File: src/rtl/event_conditioner.sv
// Raw input conditioner: per-channel synchroniser, debouncer and edge detector.
// Produces single-cycle event pulses, debounced levels and glitch reports.
module event_conditioner #(
    parameter int N_IN        = 2,
    parameter int SYNC_STAGES = 2,
    parameter int DEB_CYCLES  = 4,
    parameter int EDGE_MODE   = 0,
    parameter int CW          = 3
) (
    input  logic            clk,
    input  logic            rst,
    input  logic            en,
    input  logic [N_IN-1:0] raw_i,
    output logic [N_IN-1:0] ev_o,
    output logic [N_IN-1:0] lvl_o,
    output logic [N_IN-1:0] glitch_o
);

    localparam logic [CW-1:0] CNT_LAST = CW'(DEB_CYCLES - 1);

    if (SYNC_STAGES < 2) begin : g_bad_sync
        $error("event_conditioner: SYNC_STAGES must be >= 2");
    end
    if (DEB_CYCLES < 1) begin : g_bad_deb
        $error("event_conditioner: DEB_CYCLES must be >= 1");
    end
    if ((2 ** CW) < DEB_CYCLES) begin : g_bad_cw
        $error("event_conditioner: 2**CW must be >= DEB_CYCLES");
    end

    for (genvar g = 0; g < N_IN; g++) begin : g_ch
        logic [SYNC_STAGES-1:0] sync_q;
        logic [CW-1:0]          cnt_q;
        logic                   lvl_q;
        logic                   ev_q;
        logic                   glitch_q;
        logic                   s;
        logic                   edge_hit;

        // The synchroniser keeps running while disabled so s is valid on re-enable.
        always_ff @(posedge clk or posedge rst) begin
            if (rst) begin
                sync_q <= '0;
            end else begin
                sync_q <= {sync_q[SYNC_STAGES-2:0], raw_i[g]};
            end
        end

        assign s = sync_q[SYNC_STAGES-1];

        always_comb begin
            edge_hit = 1'b0;
            case (EDGE_MODE)
                0:       edge_hit = s;
                1:       edge_hit = ~s;
                default: edge_hit = 1'b1;
            endcase
        end

        always_ff @(posedge clk or posedge rst) begin
            if (rst) begin
                cnt_q    <= '0;
                lvl_q    <= 1'b0;
                ev_q     <= 1'b0;
                glitch_q <= 1'b0;
            end else if (!en) begin
                cnt_q    <= '0;
                ev_q     <= 1'b0;
                glitch_q <= 1'b0;
            end else begin
                ev_q     <= 1'b0;
                glitch_q <= 1'b0;
                if (s == lvl_q) begin
                    if (cnt_q != '0) begin
                        cnt_q    <= '0;
                        glitch_q <= 1'b1;
                    end
                end else if (cnt_q == CNT_LAST) begin
                    lvl_q <= s;
                    cnt_q <= '0;
                    ev_q  <= edge_hit;
                end else begin
                    cnt_q <= cnt_q + CW'(1);
                end
            end
        end

        assign ev_o[g]     = ev_q;
        assign lvl_o[g]    = lvl_q;
        assign glitch_o[g] = glitch_q;
    end

endmodule
File: config.mk
export PLATFORM = sky130hd
export DESIGN_NAME = event_conditioner
export DESIGN_NICKNAME = d
export VERILOG_FILES = /design/src/rtl/event_conditioner.sv
export SDC_FILE = /design/constraint.sdc
export NUM_CORES = 1
export LEC_CHECK = 0
export BUFFER_PORTS_ARGS = -buffer_cell sky130_fd_sc_hd__buf_2
export CORE_MARGIN = 3
export CORE_UTILIZATION = 50
export CTS_CLUSTER_SIZE = 28
export DETAILED_ROUTE_END_ITERATION = 10
export PLACE_DENSITY = 0.77
export RECOVER_POWER = 25
export SLEW_MARGIN = 20
export SYNTH_ARGS = -nofsm -noshare
export SYNTH_HDL_FRONTEND = slang
export SYNTH_SLANG_ARGS = --single-unit
export TNS_END_PERCENT = 30
File: constraint.sdc
create_clock -name clk -period 1.88 [get_ports clk]
set_input_delay 0.376 -clock clk [delete_from_list [all_inputs] [get_ports clk]]
set_output_delay 0.376 -clock clk [all_outputs]
set_load 0.1 [all_outputs]
==> flow_summary.ini <==
[status]
status = complete, no violations

[sta]
rsz0062_at_grt = no
setup_viol_count_final = 0
tns_ps = 0
fmax_ghz = 0.661
relSlewSlack_pct = 60.9
report.final.hold_viol_count = 0
clock_skew_ps = 2.44
tightest_slew_ps = 586
finalCritPeriodShare_pct = 80.5
maxSlewViolCount = 0
post-route-min-period_ps = 1510

[worst_setup_path]
crit_required_ps = 1500
critPathMaxFanout = 4
path_buf_inv = 1
cp_cell_sequence = buf_2
critical_path.startpoint_type = flop
cp_data_arrival_time_ps = 1140
crit_path_end_kind = primary output
path_delay_family = buffers and inverters
cp_slowest_stage_delay_ps = 450
crit_path_top_delay_cell = buf_2
critPathKind = flop to primary output

[clock_tree]
cts_resized = 0
clock_latency_ps = 280
root_buffer = clkbuf_4
cts_tree = done
clk_pin_slew_ps = 90
cts_hold_buf = 0
cts_max_level = 1
postCtsSetupBuffers = 0
tritoncts.num_buffers = 3
clock_sinks = 16
cts.path.max_buffers = 2

[drt]
drt-total-wl_um = 967
drt_iter0_markers = 3
wl_per_cell_um = 11.7
ant_nets = 0
drc = 0
num_vias = 417
avgViaCountPerCell = 5.02
first_pass_iters = 2

[final_layout]
final_area_um2 = 767
syn2layout_area_growth_pct = 7.73
fillers = 102
fin_nets = 79
multi_input_area_um2 = 244
final_layout_size_suffix_gt1_share_pct = 23.2
insertedDiodeCount = 0
stdcell_count = 83
seqCellArea_um2 = 400

[power_and_ir_drop]
p_total_mw = 1.03
p_leak_nw = 0.395
peakVddDrop_mv = 0.812
p_per_area_nw_per_um2 = 1350

[placement]
port_buffers = 10
hpwl_um = 693
gp_congestion = 0.754
placedInstanceArea_um2 = 731
dp.cells = 79

[grt]
grt_overflow = 0
grt_pass1_wl_um = 1730
antenna_found_initial = 0
track_usage_pct = 12.5
grt_max_degree = 17
grt_pass1_vias = 433

[yosys]
synth_area_um2 = 712
ys_ff_latch = 16
seq_area_frac_synth_pct = 56.2
synth_cells = 62
synth_warnings = 0
syn_area_per_cell_um2 = 11.5
yosysUniqueCellTypes = 19
synthesis.nets = 71

[worst_hold_path]
min_path_type = primary input to async pin

[floorplan]
die_x_um = 43.7
start_util_pct = 58.5
dieArea_um2 = 1910
ios = 11
fp-row-count = 12
coreArea_um2 = 1220
die-height_um = 43.7

[flow_run]
maxCapViolations = 0
[metrics by stage]
step | hold WS (ps) | utilization [%] | setup WS [ps]
after floorplan | 290 | - | 609
after global placement | 334 | 60.1 | 588
after detailed placement | 336 | 60.1 | 553
after CTS | 148 | 63.1 | 355
after global routing | 165 | 63.1 | 309
final | 141 | 63.1 | 367
[synthesized netlist by cell type, drive strengths merged]
cell type  instances  area (µm²)
mux2               2        22.5
ha                 4        50.1
inv                5        18.8
nor2b              3        18.8
nand2              6        22.5
or3                2        12.5
a21boi             2        15.0
clkbuf             1        3.75
xnor2              2        17.5
nor3               2        10.0
and3b              2        17.5
buf                6        45.0
nor3b              2        15.0
o21ai              1        5.00
dfrtp             16         400
and2b              1        7.51
nand3              2        10.0
o31ai              1        7.51
nand4              2        12.5
[layout by cell type, fill, tap and decap left out]
cell,Yosys,routed
dfrtp_1,16,16
buf_2,0,10
nand2_1,6,6
inv_1,5,5
ha_1,4,4
nor2b_1,3,3
clkbuf_4,0,3
xnor2_1,2,2
nand3_1,2,2
or3_1,2,2
a21boi_1,2,2
nand4_1,2,2
and3b_1,2,2
nor3b_1,2,2
mux2_2,2,2
nor3_1,2,2
and2b_1,1,1
o31ai_1,1,1
o21ai_0,1,1
clkbuf_8,0,1
[cell type report]
type | count | area share, %
sequential | 16 | 52.2
multi-input combinational | 34 | 31.8
timing repair buffer | 10 | 6.53
clock buffer | 4 | 4.73
inverter | 5 | 2.45
tap | 14 | 2.28
[cell families (layout without fill, tap and decap cells)]
| logic type | Yosys count | count (layout) | synth area share [%] |
|---|---|---|---|
| AOI/OAI and AO/OA | 4 | 4 | 3.87 |
| xor gates and xnor gates | 2 | 2 | 2.46 |
| adders and majority gates | 4 | 4 | 7.03 |
| buffers and inverters | 12 | 19 | 9.49 |
| DFF | 16 | 16 | 56.2 |
| muxes | 2 | 2 | 3.16 |
| and+or+nand+nor | 22 | 22 | 17.8 |
[layer usage]
layer | routed length [µm] | track usage [%] | vias to the layer above
met5 | 0 | 0 | -
li1 | - | - | 212
met1 | 441 | 13.9 | 193
met3 | 69 | 7.47 | 2
met2 | 448 | 20.1 | 10
met4 | 7 | 3.61 | 0
[state kept, by name (all words and copies together) (netlist names)]
signal / cells
g_ch.lvl_q: 2
g_ch.glitch_q: 2
g_ch.ev_q: 2
g_ch.sync_q: 4
g_ch.cnt_q: 6
[path summary, 6_finish.rpt]
kind	start	to	slack (ps)	cells past startpoint
max	g_ch[0].lvl_q$_DFFE_PP0P_	lvl_o[0]	370	1
min	rst	g_ch[1].ev_q$_DFF_PP0_	140	2
max reg2reg	g_ch[0].cnt_q[0]$_DFFE_PP0P_	g_ch[0].lvl_q$_DFFE_PP0P_	540	4
min reg2reg	g_ch[0].sync_q[0]$_DFF_PP0_	g_ch[0].sync_q[1]$_DFF_PP0_	360	0
max in group asynchronous	rst	g_ch[1].cnt_q[1]$_DFFE_PP0P_	1360	2
min in group clk	raw_i[0]	g_ch[0].sync_q[0]$_DFF_PP0_	190	1
[power by group]
part           total, mW  switching (mW)  internal [mW]  leakage, nW
logic              0.376           0.274          0.101        0.164
clock network      0.218           0.100          0.118       0.0210
registers          0.439          0.0425          0.396        0.210
total               1.03           0.417          0.616        0.395
Note: power is estimated with default switching activity, not from simulation.
